==> config.mk <==
export PLATFORM = sky130hd
export DESIGN_NAME = dmem_arbiter
export DESIGN_NICKNAME = d
export VERILOG_FILES = /design/src/rtl/dmem_arbiter.sv
export SDC_FILE = /design/constraint.sdc
export NUM_CORES = 1
export LEC_CHECK = 0
export CORE_AREA = 3 3 218 220
export DETAILED_ROUTE_END_ITERATION = 6
export DIE_AREA = 0 0 221 223
export GPL_TIMING_DRIVEN = 0
export PLACE_DENSITY = 0.55
export SLEW_MARGIN = 10
export SYNTH_ARGS = -nofsm -noshare
export SYNTH_HDL_FRONTEND = slang
export SYNTH_SLANG_ARGS = --single-unit
export TNS_END_PERCENT = 10
==> constraint.sdc <==
create_clock -name clk -period 6 [get_ports clk]
set_clock_uncertainty 0.15 [all_clocks]
set_input_delay 0.6 -clock clk [delete_from_list [all_inputs] [get_ports clk]]
set_output_delay 0.6 -clock clk [all_outputs]
set_load 0.1 [all_outputs]
==> src/rtl/dmem_arbiter.sv <==
// Round-robin arbiter sharing the single data-memory port between two requesters; one transaction in flight.
// Latency: response pulse 2 cycles after handshake; req_ready only in IDLE, responses are not back-pressured.
module dmem_arbiter #(
    parameter int REG_WIDTH = 64,
    parameter int CNT_WIDTH = 16
) (
    input  logic                 clk,
    input  logic                 rst_n,
    input  logic [1:0]           req_valid,
    output logic [1:0]           req_ready,
    input  logic [1:0]           req_write,
    input  logic [1:0]           req_sign,
    input  logic [1:0]           req_width0,
    input  logic [1:0]           req_width1,
    input  logic [REG_WIDTH-1:0] req_addr0,
    input  logic [REG_WIDTH-1:0] req_addr1,
    input  logic [REG_WIDTH-1:0] req_wdata0,
    input  logic [REG_WIDTH-1:0] req_wdata1,
    output logic [1:0]           rsp_valid,
    output logic [REG_WIDTH-1:0] rsp_rdata,
    output logic                 rsp_err,
    output logic                 MemRead,
    output logic                 MemWrite,
    output logic                 MemSign,
    output logic [1:0]           MemWidth,
    output logic [REG_WIDTH-1:0] full_addr,
    output logic [REG_WIDTH-1:0] wdata,
    input  logic [REG_WIDTH-1:0] rdata,
    output logic [CNT_WIDTH-1:0] cnt0,
    output logic [CNT_WIDTH-1:0] cnt1
);
    typedef enum logic [1:0] {S_IDLE, S_ACCESS, S_RESP} state_t;

    state_t                 state_q, state_d;
    logic                   rr_q, rr_d;
    logic                   owner_q, owner_d;
    logic                   write_q, write_d;
    logic                   sign_q, sign_d;
    logic [1:0]             width_q, width_d;
    logic [REG_WIDTH-1:0]   addr_q, addr_d;
    logic [REG_WIDTH-1:0]   wdata_q, wdata_d;
    logic [REG_WIDTH-1:0]   rdata_q, rdata_d;
    logic                   err_q, err_d;
    logic [CNT_WIDTH-1:0]   cnt0_q, cnt0_d;
    logic [CNT_WIDTH-1:0]   cnt1_q, cnt1_d;

    logic [1:0] grant;
    logic       win;
    logic       aligned;

    // Reset gates ready so nothing can appear accepted while the block is held in reset.
    always_comb begin
        grant = 2'b00;
        if (state_q == S_IDLE && rst_n) begin
            case (req_valid)
                2'b01:   grant = 2'b01;
                2'b10:   grant = 2'b10;
                2'b11:   grant = rr_q ? 2'b10 : 2'b01;
                default: grant = 2'b00;
            endcase
        end
    end

    assign req_ready = grant;
    assign win       = grant[1];

    always_comb begin
        case (width_q)
            2'd0:    aligned = 1'b1;
            2'd1:    aligned = ~addr_q[0];
            2'd2:    aligned = (addr_q[1:0] == 2'b00);
            default: aligned = (addr_q[2:0] == 3'b000);
        endcase
    end

    always_comb begin
        MemRead   = 1'b0;
        MemWrite  = 1'b0;
        MemSign   = 1'b0;
        MemWidth  = 2'd0;
        full_addr = '0;
        wdata     = '0;
        if (state_q == S_ACCESS && aligned) begin
            MemRead   = ~write_q;
            MemWrite  = write_q;
            MemSign   = sign_q;
            MemWidth  = width_q;
            full_addr = addr_q;
            wdata     = wdata_q;
        end
    end

    always_comb begin
        state_d = state_q;
        rr_d    = rr_q;
        owner_d = owner_q;
        write_d = write_q;
        sign_d  = sign_q;
        width_d = width_q;
        addr_d  = addr_q;
        wdata_d = wdata_q;
        rdata_d = rdata_q;
        err_d   = err_q;
        cnt0_d  = cnt0_q;
        cnt1_d  = cnt1_q;
        case (state_q)
            S_IDLE: begin
                if (|grant) begin
                    owner_d = win;
                    write_d = req_write[win];
                    sign_d  = req_sign[win];
                    width_d = win ? req_width1 : req_width0;
                    addr_d  = win ? req_addr1  : req_addr0;
                    wdata_d = win ? req_wdata1 : req_wdata0;
                    state_d = S_ACCESS;
                end
            end
            S_ACCESS: begin
                rdata_d = (aligned && !write_q) ? rdata : '0;
                err_d   = ~aligned;
                state_d = S_RESP;
            end
            S_RESP: begin
                if (owner_q) begin
                    if (cnt1_q != '1) cnt1_d = cnt1_q + CNT_WIDTH'(1);
                end else begin
                    if (cnt0_q != '1) cnt0_d = cnt0_q + CNT_WIDTH'(1);
                end
                rr_d    = ~owner_q;
                rdata_d = '0;
                err_d   = 1'b0;
                state_d = S_IDLE;
            end
            default: state_d = S_IDLE;
        endcase
    end

    always_ff @(posedge clk or negedge rst_n) begin
        if (!rst_n) begin
            state_q <= S_IDLE;
            rr_q    <= 1'b0;
            owner_q <= 1'b0;
            write_q <= 1'b0;
            sign_q  <= 1'b0;
            width_q <= 2'd0;
            addr_q  <= '0;
            wdata_q <= '0;
            rdata_q <= '0;
            err_q   <= 1'b0;
            cnt0_q  <= '0;
            cnt1_q  <= '0;
        end else begin
            state_q <= state_d;
            rr_q    <= rr_d;
            owner_q <= owner_d;
            write_q <= write_d;
            sign_q  <= sign_d;
            width_q <= width_d;
            addr_q  <= addr_d;
            wdata_q <= wdata_d;
            rdata_q <= rdata_d;
            err_q   <= err_d;
            cnt0_q  <= cnt0_d;
            cnt1_q  <= cnt1_d;
        end
    end

    assign rsp_valid = (state_q == S_RESP) ? (owner_q ? 2'b10 : 2'b01) : 2'b00;
    assign rsp_rdata = rdata_q;
    assign rsp_err   = err_q;
    assign cnt0      = cnt0_q;
    assign cnt1      = cnt1_q;
endmodule

==> metrics.log <==
INFO  metric design.portCount = 566
INFO  metric finalSetupViolCount = 0
INFO  metric grt_first_pass_wirelength = 71760 um
INFO  metric placement.setup.worst_slack = 1.561 ns
INFO  metric synth_cells = 1057
INFO  metric nFillCells = 4579
INFO  metric gp_weighted_congestion = 0.8423
INFO  metric start_util = 0.2444
INFO  metric power_density = 584.6 nW/um2
INFO  metric worst_ep_required_time = 5.25 ns
INFO  metric clock_latency = 0.57 ns
INFO  metric layout_worst_path_cycle_share = 0.8120
INFO  metric ff_latch_area = 5831 um2
INFO  metric use_met3 = 0.06461
INFO  metric synth_warnings = 0
INFO  metric wl_per_cell = 21.03 um
INFO  metric fin_total_pwr = 10.84 mW
INFO  metric status = completed
INFO  metric synthesis.area_per_instance = 10.52 um2
INFO  metric power.static_leakage = 8.696 nW
INFO  metric grt_max_degree = 102
INFO  metric yosysSeqAreaShare = 0.5246
INFO  metric floorplan.die_area = 49280 um2
INFO  metric cts_hold_buf = 1
INFO  metric floorplan.rows = 78
INFO  metric use_met2 = 0.3241
INFO  metric totalNegativeSetupSlack = 0 ns
INFO  metric worstPathArrival = 4.12 ns
INFO  metric port_buffers = 565
INFO  metric critical_path.startpoint_type = flip-flop
INFO  metric synth.ff_latch_count = 233
INFO  metric nNetsFinal = 1996
INFO  metric clock-sinks = 233
INFO  metric criticalPathCategory = reg -> out
INFO  metric groute.layer.met1.usage = 0.2236
INFO  metric setup_ws = 1.128 ns
INFO  metric drc = 0
INFO  metric multi_input_comb_area = 4821 um2
INFO  metric mappedNetlistArea = 11110 um2
INFO  metric detail-route-antenna-nets = 0
INFO  metric layout.cells.most_common = sky130_fd_sc_hd__clkdlybuf4s50_1
INFO  metric class_of_the_tightest_hold_or_removal_check = reg -> reg
INFO  metric cts-buffers-inserted = 30
INFO  metric slew_viol_final = 0
INFO  metric fp.dieH = 223 um
INFO  metric postCtsResizedCells = 0
INFO  metric synth_ff_type = sky130_fd_sc_hd__dfrtp_1
INFO  metric biggest_fanout_along_the_worst_timing_path = 10
INFO  metric post-cts-setup-buffer-count = 0
INFO  metric final_cell_mix = 564 x sky130_fd_sc_hd__clkdlybuf4s50_1, 233 x sky130_fd_sc_hd__dfrtp_1, 149 x sky130_fd_sc_hd__nand2_1, 136 x sky130_fd_sc_hd__and3_1
INFO  metric flow.area_growth_from_synthesis = 66.85%
INFO  metric global_route.usage.total = 0.1861
INFO  metric max-slew-margin-rel = 0.2557
INFO  metric synth.lib_cells_used.distinct = 41
INFO  metric post_route_minimum_period = 4.872 ns
INFO  metric rsz_0062_raised_after_global_routing = no
INFO  metric worstSetupEndpointType = output port
INFO  metric drive_gt1_frac = 0.05833
INFO  metric number_of_endpoints_with_negative_hold_slack_in_the_final_report = 0
INFO  metric grt_pass1_vias = 11.26k
INFO  metric cts_max_level = 1
INFO  metric fin_worst_hold_slack = 0.3346 ns
INFO  metric synth-edff-count = 0
INFO  metric first_pass_iters = 7
INFO  metric total_wirelength_of_the_detailed_routed_design = 47990 um
INFO  metric via_count_normalized_by_instance_count = 4.657
INFO  metric synthesized_nets = 1396
INFO  metric tightestPinTransition = 1.113 ns
INFO  metric floorplan_core_area = 45480 um2
INFO  metric drv.max_cap_violation_count = 0
INFO  metric cts_tree = built
INFO  metric clockBufferDepth = 3
INFO  metric num_vias = 10.63k
INFO  metric gr-max-usage-layer = met2
INFO  metric synthArstFlopShare = 1.000
INFO  metric grt-ovfl-total = 0
INFO  metric cts.root.buffer_cell = sky130_fd_sc_hd__clkbuf_16
INFO  metric place.detailed.hpwl = 36440 um
INFO  metric drtIter0Drc = 548
INFO  metric clock_input_transition_at_the_sequential_cells_of_the_worst_setup_and_hold_paths = 0.06 ns
INFO  metric fmaxAchievable = 0.2053 GHz
INFO  metric finish.utilization = 0.4078
INFO  metric die_x = 221 um
INFO  metric power.ir.vdd_worst = 0.3282 mV
INFO  metric antenna_violations_before_repair = 4
## Yosys cell counts (2+ instances only)
cell | n | area share
sky130_fd_sc_hd__inv_1 | 7 | 0.0024
sky130_fd_sc_hd__nand2b_1 | 2 | 0.0011
sky130_fd_sc_hd__mux2i_1 | 132 | 0.12
sky130_fd_sc_hd__a22o_1 | 64 | 0.050
sky130_fd_sc_hd__nand2_1 | 149 | 0.050
sky130_fd_sc_hd__nand3_1 | 12 | 0.0054
sky130_fd_sc_hd__buf_6 | 6 | 0.0061
sky130_fd_sc_hd__nor4_1 | 6 | 0.0034
sky130_fd_sc_hd__mux2_2 | 6 | 0.0061
sky130_fd_sc_hd__xnor2_1 | 14 | 0.011
sky130_fd_sc_hd__and2_1 | 2 | 0.0011
sky130_fd_sc_hd__nor2_1 | 6 | 0.0020
sky130_fd_sc_hd__buf_4 | 6 | 0.0041
sky130_fd_sc_hd__nor3_1 | 8 | 0.0036
sky130_fd_sc_hd__clkbuf_1 | 49 | 0.017
sky130_fd_sc_hd__xor2_1 | 12 | 0.0095
sky130_fd_sc_hd__and3_1 | 136 | 0.077
sky130_fd_sc_hd__ha_1 | 7 | 0.0079
sky130_fd_sc_hd__a31oi_1 | 2 | 0.0011
sky130_fd_sc_hd__o21ai_0 | 132 | 0.059
sky130_fd_sc_hd__nand4_1 | 16 | 0.0090
sky130_fd_sc_hd__buf_2 | 28 | 0.013
sky130_fd_sc_hd__and4_1 | 2 | 0.0016
sky130_fd_sc_hd__nand4b_1 | 2 | 0.0016
sky130_fd_sc_hd__dfrtp_1 | 233 | 0.52
sky130_fd_sc_hd__nor2b_1 | 2 | 0.0011
sky130_fd_sc_hd__a21o_1 | 2 | 0.0014
## path summary, 6_finish.rpt
path / from / endpoint / slack [ns] / cells past startpoint
worst min-delay path: rsp_err$_DFFE_PN0P_ / rsp_err$_DFFE_PN0P_ / 0.33 / 2
max in group asynchronous: rst_n / wdata_q[44]$_DFFE_PN0P_ / 4.30 / 3
worst min register to register: rsp_err$_DFFE_PN0P_ / rsp_err$_DFFE_PN0P_ / 0.33 / 2
worst max register to register: state_q[1]$_DFFE_PN0P_ / wdata_q[10]$_DFFE_PN0P_ / 3.38 / 10
worst max-delay path: width_q[0]$_DFFE_PN0P_ / wdata[60] / 1.13 / 6
min in group asynchronous: rst_n / rsp_rdata[44]$_DFFE_PN0P_ / 0.45 / 2
## registers in the layout (all words and copies together), names as in the netlist, 2 cells and up
name	flops
addr_q	64
cnt0	16
cnt1	16
rsp_rdata	64
state_q	2
wdata_q	64
width_q	2
## routing by layer
layer | share of wire | wire (um)
met5 | 0.00094 | 45
met4 | 0.020 | 948
met2 | 0.49 | 23480
met1 | 0.41 | 19590
met3 | 0.082 | 3926
## critical path, stage by stage, from the launching register on
cell and delay (ns):
sky130_fd_sc_hd__dfrtp_1 0.47, sky130_fd_sc_hd__a21o_1 0.22, sky130_fd_sc_hd__a21oi_2 0.61, sky130_fd_sc_hd__buf_2 0.39, sky130_fd_sc_hd__clkbuf_1 0.43, sky130_fd_sc_hd__and3_1 0.26
sky130_fd_sc_hd__clkdlybuf4s50_1 1.17
## stage by stage
step                cells  area [um2]
floorplan            1057       11110
global placement     2222       17520
detailed placement   2224       17580
CTS                  2280       18540
global route         2281       18540
finish               2282       18540
## logic make-up after synthesis
| family | Yosys count | synth area share |
|---|---|---|
| AO/OA/AOI/OAI | 207 | 0.1174 |
| XOR/XNOR | 26 | 0.02049 |
| adder cells (fa/ha/maj) | 7 | 0.007880 |
| buffers and inverters | 96 | 0.04165 |
| flip-flops | 233 | 0.5246 |
| multiplexers | 138 | 0.1250 |
| AND/OR/NAND/NOR | 350 | 0.1630 |
## final cells by class
class                           instances  share of cell area
Antenna cell                            2           0.0002699
Buffer                                 89             0.02355
Clock buffer                           47             0.04723
Clock inverter                          8            0.003913
Inverter                                7            0.001417
Multi-Input combinational cell        728              0.2600
Sequential cell                       233              0.3144
Tap cell                              600             0.04048
Timing Repair Buffer                  568              0.3088
## report_power, final
group / switching, mW / internal (mW) / leakage, nW / total [mW]
clock network: 0.709 / 1.04 / 0.467 / 1.75
registers: 0.349 / 2.18 / 2.97 / 2.53
logic: 4.81 / 1.75 / 5.26 / 6.56
total: 5.86 / 4.98 / 8.70 / 10.8
(Power assumes the default switching activity.)
